### config.mk
export PLATFORM = sky130hd
export DESIGN_NAME = fb_frame_writer
export DESIGN_NICKNAME = d
export VERILOG_FILES = /design/src/rtl/fb_frame_writer.sv
export SDC_FILE = /design/constraint.sdc
export NUM_CORES = 1
export LEC_CHECK = 0
export CAP_MARGIN = 10
export CORE_MARGIN = 5
export CORE_UTILIZATION = 56
export CTS_CLUSTER_SIZE = 14
export DETAILED_ROUTE_END_ITERATION = 6
export DONT_BUFFER_PORTS = 1
export HOLD_SLACK_MARGIN = 0.05
export PLACE_DENSITY_LB_ADDON = 0.15
export SYNTH_ARGS = -nofsm -noshare
export SYNTH_HDL_FRONTEND = slang
export SYNTH_SLANG_ARGS = --single-unit
### constraint.sdc
create_clock -name i_clk -period 2 [get_ports i_clk]
set_input_delay 0.3 -clock i_clk [delete_from_list [all_inputs] [get_ports i_clk]]
set_output_delay 0.3 -clock i_clk [all_outputs]
set_load 0.05 [all_outputs]
### src/rtl/fb_frame_writer.sv
// Raster-order pixel writer for a double-buffered frame RAM.
// Fills the back bank and swaps banks on the first VS falling edge after a complete frame.
module fb_frame_writer #(
  parameter int H_PIX = 160,
  parameter int V_PIX = 120,
  parameter int DW    = 8,
  parameter int AW    = 16
) (
  input  logic          i_clk,
  input  logic          i_rst,
  input  logic          i_valid,
  output logic          o_ready,
  input  logic [DW-1:0] i_data,
  input  logic          i_sof,
  input  logic          i_vs,
  output logic          o_we,
  output logic [AW-1:0] o_waddr,
  output logic [DW-1:0] o_wdata,
  output logic          o_disp_bank,
  output logic          o_frame_done,
  output logic          o_sof_err
);

  // state     | meaning
  // IDLE      | back bank empty, discard pixels until a start-of-frame beat
  // WRITE     | filling back bank in raster order
  // WAIT_SWAP | back bank complete, stalled until the next VS falling edge
  typedef enum logic [1:0] {IDLE, WRITE, WAIT_SWAP} state_t;

  localparam int            FRAME   = H_PIX * V_PIX;
  localparam logic [AW-1:0] FRAME_A = AW'(FRAME);
  localparam logic [AW-1:0] LAST_A  = AW'(FRAME - 1);
  localparam logic [AW-1:0] ONE_A   = AW'(1);

  state_t        state, state_nxt;
  logic [AW-1:0] pix;
  logic [AW-1:0] wptr;
  logic [AW-1:0] base;
  logic          vs_q;
  logic          accept;
  logic          vs_fall;
  logic          wr_en;
  logic          wr_restart;
  logic          sof_err_nxt;
  logic          swap;

  assign accept  = i_valid & o_ready;
  assign vs_fall = vs_q & ~i_vs;
  // The write bank is always the one the display is not reading.
  assign base    = o_disp_bank ? '0 : FRAME_A;

  always_comb begin
    state_nxt   = state;
    wr_en       = 1'b0;
    wr_restart  = 1'b0;
    sof_err_nxt = 1'b0;
    swap        = 1'b0;
    case (state)
      IDLE: begin
        if (accept && i_sof) begin
          wr_en      = 1'b1;
          wr_restart = 1'b1;
          state_nxt  = WRITE;
        end
      end
      WRITE: begin
        if (accept) begin
          wr_en = 1'b1;
          // A restart wins over completion, even on the last pixel.
          if (i_sof) begin
            wr_restart  = 1'b1;
            sof_err_nxt = 1'b1;
          end else if (pix == LAST_A) begin
            state_nxt = WAIT_SWAP;
          end
        end
      end
      WAIT_SWAP: begin
        if (vs_fall) begin
          swap      = 1'b1;
          state_nxt = IDLE;
        end
      end
      default: state_nxt = IDLE;
    endcase
  end

  always_ff @(posedge i_clk or posedge i_rst) begin
    if (i_rst) begin
      state        <= IDLE;
      o_ready      <= 1'b0;
      vs_q         <= 1'b1;
      pix          <= '0;
      wptr         <= '0;
      o_we         <= 1'b0;
      o_waddr      <= '0;
      o_wdata      <= '0;
      o_disp_bank  <= 1'b0;
      o_frame_done <= 1'b0;
      o_sof_err    <= 1'b0;
    end else begin
      state        <= state_nxt;
      o_ready      <= (state_nxt != WAIT_SWAP);
      vs_q         <= i_vs;
      o_we         <= wr_en;
      o_frame_done <= swap;
      o_sof_err    <= sof_err_nxt;
      // wptr tracks base+pix so the address needs only an incrementer.
      if (wr_en) begin
        o_wdata <= i_data;
        if (wr_restart) begin
          o_waddr <= base;
          wptr    <= base + ONE_A;
          pix     <= ONE_A;
        end else begin
          o_waddr <= wptr;
          wptr    <= wptr + ONE_A;
          pix     <= pix + ONE_A;
        end
      end
      if (swap) begin
        o_disp_bank <= ~o_disp_bank;
        pix         <= '0;
      end
    end
  end

endmodule

==> results of run 1 <==
==> cell families after synthesis <==
| group | Yosys count |
|---|---|
| and+or+nand+nor | 140 |
| AOI/OAI and AO/OA | 60 |
| buffers and inverters | 23 |
| muxes | 4 |
| adders and majority gates | 2 |
| DFF | 64 |
| xor gates and xnor gates | 9 |
==> area by class of cell <==
cell class | instances | area share, %
Clock buffer | 13 | 4.403
Clock inverter | 3 | 1.258
Inverter | 8 | 0.8879
Multi-Input combinational cell | 215 | 38.66
Sequential cell | 64 | 47.47
Tap cell | 70 | 2.590
Timing Repair Buffer | 19 | 4.735
==> worst max-delay path: stages, from the launching register on <==
cell	delay, ps
dfrtp_1	420
ha_1	250
o21ai_0	200
o2bb2a_4	270
or4_1	500
a21oi_1	150
==> synthesized netlist by cell type (all sizes together) (5+ instances only) <==
master,count
nor4,8
clkbuf,8
nand2,47
nand4,10
or4,6
buf,7
nor2,22
nand3,12
o31ai,6
xnor2,6
a31oi,5
a22o,13
o21ai,10
dfrtp,63
nor3,8
or3,6
inv,8
a21oi,15
==> worst paths after layout <==
kind	startpoint	endpoint	slack (ps)	cells after the start
max	pix[0]	pix[12]	130	5
min	i_data[7]	o_wdata[7]	70	2
max reg2reg	pix[0]	pix[12]	130	5
min reg2reg	wptr[13]	o_waddr[13]	530	1
max in group asynchronous	i_rst	wptr[8]	1000	3
min in group asynchronous	i_rst	pix[4]	420	2
==> state kept, by name, summed over array words and instances, names as in the netlist <==
register	flops
wptr	16
vs_q	1
pix	16
o_wdata	8
o_ready	1
o_frame_done	1
o_disp_bank	1
o_waddr	16
state	2
o_sof_err	1
o_we	1
==> per-layer routing <==
layer | GRT usage [%] | part of all wire (%)
met5 | 0 | 0
met4 | 10.25 | 2.4
met3 | 4.653 | 6.2
met2 | 29.59 | 47
met1 | 28.16 | 45
==> cells in the final DEF, fill, tap and decap left out, types with 3 or more instances in the layout <==
master	n
xnor2_1	6
mux2i_1	3
nor4_1	7
dfrtp_1	61
clkbuf_8	10
nor3_1	7
nor2_1	22
buf_4	16
clkbuf_1	3
nand3_1	12
nand2_1	47
nand4_1	10
a21oi_1	15
a31oi_1	5
inv_1	6
nand2b_1	4
o31ai_1	6
o21ai_0	9
or4_1	6
or3_1	6
xor2_1	3
a22o_1	13
==> metrics by stage <==
stage	worst slack [ps]	utilization (%)	total power [uW]
global placement	209.3	61.66	2207
floorplan	-122.0	-	2084
global route	1.384	65.80	3443
detailed placement	160.3	61.66	2222
finish	131.8	65.80	3289
CTS	146.0	65.77	3311
==> what timing repair did <==
item / in CTS / in global routing
hold buffers: 2 / 0
gates resized for setup: 0 / 1
hold endpoints to repair: 16 / 0
endpoints found under the setup margin: 0 / 1
==> where the power goes <==
part / total [uW] / internal, uW / switching (uW)
Combinational: 428 / 182 / 245
Sequential: 1780 / 1410 / 362
Clock: 1080 / 609 / 475
==> results.md, run 1 <==
* Max IR drop VDD at 0.6389 mV
* Routed len/inst at 17.07 um
* Post-route setup TNS at 0 ps
* Max Clk Rate at 0.5353 GHz
* Final Cycle Share at 93.41%
* Ratio of cells with drive above 1 in the final layout at 13.98%
* Vias per std cell at 6.107
* Register area at 1605 um2
* Initial antenna violation count at 0
* RD Place Congestion at 0.8419
* DR iter-0 viols at 151
* Post-synthesis compound-gate area fraction at 14.04%
* Ys flop type: dfrtp_1
* Cell variety after synth at 48
* Syn. warnings at 0
* Synth area leaders: dfrtp_1 53%, nand2_1 5.9%, a22o_1 3.8%
* Number of global-route vias before repair at 2178
* DRT Wirelength at 6691 um
* Post-route insts no fill at 392
* Max-Cap Viols at 0
* Unrepaired setup endpoints after global routing: false
* Lkg Pwr at 0.001473 uW
* XOR/XNOR share of the synthesized area at 2.648%
* Clock latency at the later pin of the worst-skew pair at 330 ps
* EDFF count, synth at 0
* Fillers at 437
* Yosys reg bits at 64
* GRT Util Overall at 20.22%
* Synth top area share at 52.96%
* DRC at 0
* Port bufs at 0
* Relative slew slack at 44.39%
* HPWL after DPL at 4603 um
* Htree depth at 3
* PwrDens at 972.4 nW/um2
* DR vias at 2394
* Post-Syn Nets at 317
* Register area share after synthesis at 53.85%
* Post-Layout Inst Area at 3382 um2
* Footprint of the multi-input gates at 1308 um2
* Mux cell area share after synthesis at 1.387%
* Placed cells at 374
* Cell taking the most area after synthesis: dfrtp_1
* Area growth syn-to-layout at 13.62%
* Worst Max-Slew Pin Slew at 834.2 ps
* Gate Count Post-Synth at 302
* Num ports at 42
* Main combinational cell family by area after synthesis: simple AND/OR/NAND/NOR gates
* WS Path Type: reg2reg
* Die H at 82.91 um
* Worst-path clk slew at 70 ps
* Final ANT Viol Nets at 0
* Num CTS Buffers at 9
* NumNets Final at 332
* FFs w/ async S/R, synth at 100.0%
* First-pass GRT wire length at 11190 um
* Mapped cell area at 2977 um2
* Die width at 82.91 um
* Hold Fails Final Rpt at 0
* Clk buf depth at 2
* Fin crit period at 1868 ps
* Iteration count of the initial detailed-routing pass at 4
* CP Max Fanout at 7
* Largest net degree at the start of global routing at 31
* Post-CTS Setup Inserts at 0
* Diodes inserted at 0
* Starting density of the core at 57.91%
* FP Rows at 26
* Worst Path Arrival at 2130 ps
* Setup violators final at 0
* Syn avg cell area at 9.856 um2
* Required @ worst endpoint at 2260 ps
* Clock Skews at 5.035 ps
* Cell area after placement at 3169 um2
* Startpoint types: flop
* Core footprint at 5140 um2
* # clock sinks at 64
* GR Overflow Total at 0
* Status: complete, no violations
* Clk Tree Root Cell: clkbuf_8
* WHS at 71.29 ps
* CTS tree: yes
* Post-Synth Simple-Gate Area at 23.92%
* Worst Setup End Kind: flop
* Max Slew Vio Count at 0
* Worst hold path type: in2reg
* Adder-cell share of the synthesized area at 0.8407%
* Die Area at 6873 um2
No activity file was read; power rests on OpenSTA's default activity.
==> inputs of run 2 (changes only) <==
--- a/config.mk
+++ b/config.mk
@@ -11,6 +11,7 @@
 export CTS_CLUSTER_SIZE = 14
 export DETAILED_ROUTE_END_ITERATION = 6
 export DONT_BUFFER_PORTS = 1
+export GPL_ROUTABILITY_DRIVEN = 0
 export HOLD_SLACK_MARGIN = 0.05
 export PLACE_DENSITY_LB_ADDON = 0.15
 export SYNTH_ARGS = -nofsm -noshare
==> results of run 2 <==
Final layout, timing and power as in run 1 (identical DEF).
==> inputs of run 3 (changes only) <==
--- a/config.mk
+++ b/config.mk
@@ -6,6 +6,7 @@
 export NUM_CORES = 1
 export LEC_CHECK = 0
 export CAP_MARGIN = 10
+export CORE_ASPECT_RATIO = 0.7
 export CORE_MARGIN = 5
 export CORE_UTILIZATION = 56
 export CTS_CLUSTER_SIZE = 14
==> run 3 against run 2 <==
Global-route usage grew 2.0 points; die area grew 0.34%; sequential share of layout area shrank 1.2 points; worst hold slack gained 41 ps; core utilization grew 0.92 points; design area grew 2.6%; clock power shrank 5%; critical endpoint unchanged.
==> results.md, run 3 (same netlist as run 1, synthesis figures left out) <==
* Status: complete, no violations
* PwrDens at 937.2 nW/um2 (-3.6%)
* Area growth syn-to-layout at 16.60%
* Largest net degree at the start of global routing at 32 (+3.2%)
* Fillers at 407 (-6.9%)
* Top cell family by delay on the critical path: compound AO/OA/AOI/OAI gates
* Startpoint types: flop
* Number of global-route vias before repair at 2354 (+8.1%)
* Worst Setup End Kind: flop
* Commonest non-fill, non-tap cell in the layout: dfrtp_1
* WS Path Type: reg2reg
* Max Clk Rate at 0.5269 GHz (-1.6%)
* Relative slew slack at 57.60% (+13 points)
* Initial antenna violation count at 0 (unchanged)
* CP cell instances: ha_1 -> o21ai_1 -> o2bb2a_4 -> or4_1 -> a21oi_1
* DRT Wirelength at 6890 um (+3.0%)
* Fin crit period at 1898 ps (+29.54 ps)
* DRC at 0 (unchanged)
* Final Cycle Share at 94.89% (+1.5 points)
* Most frequent cells in the layout: 61 x dfrtp_1, 47 x nand2_1, 22 x nor2_1, 18 x buf_4, 15 x a21oi_1
* DR iter-0 viols at 149 (-1.3%)
* Cells on Worst Hold Path at 1 (-1)
* GR Overflow Total at 0 (unchanged)
* Die H at 71.00 um (-14%)
* # clock sinks at 64 (unchanged)
* Routed len/inst at 17.05 um (about the same)
* Starting density of the core at 57.22% (-0.70 points)
* Htree depth at 3 (unchanged)
* R2R cell count at 5 (unchanged)
* CTS tree: yes
* Vias per std cell at 5.864 (-4.0%)
* Iteration count of the initial detailed-routing pass at 4 (unchanged)
* Max-Cap Viols at 0 (unchanged)
* Hold Fails Final Rpt at 0 (unchanged)
* Post-Place Setup Slack at 75.61 ps (-84.72 ps)
* Post-CTS Setup Inserts at 0 (unchanged)
* Unrepaired setup endpoints after global routing: false
* First-pass GRT wire length at 12010 um (+7.3%)
* Max Slew Vio Count at 0 (unchanged)
* Clk buf depth at 2 (unchanged)
* Core footprint at 5202 um2 (+1.2%)
* Port bufs at 0 (unchanged)
* Final ANT Viol Nets at 0 (unchanged)
* Register area at 1605 um2 (unchanged)
* Crit-path max cell delay at 520 ps (+20 ps)
* Levels on crit path at 5 (unchanged)
* DR vias at 2369 (-1.0%)
* Worst path slowest cell: or4_1
* FP Rows at 22 (-15%)
* HPWL after DPL at 4691 um (+1.9%)
* Die width at 97.14 um (+17%)
* Num CTS Buffers at 9 (unchanged)
* Ratio of cells with drive above 1 in the final layout at 15.06% (+1.1 points)
* Footprint of the multi-input gates at 1308 um2 (unchanged)
* Crit path buffers/inverters at 0 (unchanged)
* Num ports at 42 (unchanged)
* Required @ worst endpoint at 2270 ps (about the same)
* Setup violators final at 0 (unchanged)
* Lkg Pwr at 0.001519 uW (+3.1%)
* Worst Max-Slew Pin Slew at 636.0 ps (-198.2 ps)
* Diodes inserted at 0 (unchanged)
* Clock latency at the later pin of the worst-skew pair at 350 ps (+20 ps)
* WHS at 112.2 ps (+40.89 ps)
* Die Area at 6896 um2 (+0.34%)
* Clock Skews at 9.268 ps (+4.233 ps)
* Worst Path Arrival at 2170 ps (+40 ps)
* Worst hold path type: in2reg
* Clk Tree Root Cell: clkbuf_8
* Final worst setup slack at 102.3 ps (-29.54 ps)
* CP Max Fanout at 7 (unchanged)
* Worst-path clk slew at 70 ps (about the same)
* NumNets Final at 342 (+3.0%)
* Top flop regs: o_waddr (16), pix (16), wptr (16)
* Max IR drop VDD at 0.6877 mV (+7.6%)
* GRT Util Overall at 22.22% (+2.0 points)
==> run 3: changes by cell type in the layout (fill, tap and decap cells not counted), moves of 2 or more <==
cell,before,now
buf_4,16,18
clkbuf_1,3,0
dlygate4sd3_1,2,10
clkinv_2,1,3
==> run 3: path summary, 6_finish.rpt <==
path / from / end / slack, ps
max: pix[0] / pix[12] / 100
min: i_sof / o_sof_err / 110
max reg2reg: pix[0] / pix[12] / 100
min reg2reg: wptr[15] / o_waddr[15] / 530
max in group asynchronous: i_rst / o_sof_err / 1030
min in group asynchronous: i_rst / pix[11] / 400
==> run 3: area by class of cell <==
class	instances	share of cell area [%]
multi-input combinational	215	37.67
inverter	8	0.8652
tap	72	2.596
timing repair buffer	29	7.354
clock buffer	11	4.362
sequential	64	46.25
clock inverter	5	0.9012
==> run 3: what timing repair did <==
item,in CTS,in global routing
setup endpoints to repair,0,2
hold buffers,10,0
gates resized for setup,0,2
hold endpoints to repair,23,0
==> run 3: per-layer routing <==
layer	global-route usage, %	wire length (um)	part of all wire (%)
met5	0	0	0
met4	7.944	89	1.3
met3	7.586	523	7.6
met2	29.97	2812	41
met1	33.08	3465	50
==> run 3: power breakdown <==
part	leakage, uW	total, uW	switching, uW	internal [uW]
registers	0.000815	1770	358	1420
clock network	0.0000951	1030	517	512
logic	0.000609	451	253	197
==> run 3: metrics by stage <==
step	utilization (%)	cell area [um2]	power (uW)	std cells	TNS, ps
after CTS	66.69	3470	3270	404	0
final	66.71	3471	3253	404	0
after global placement	61.26	3187	2208	378	0
after floorplan	-	3017	2084	302	-248.0
after detailed placement	61.26	3187	2229	378	0
after global routing	66.71	3471	3436	404	0
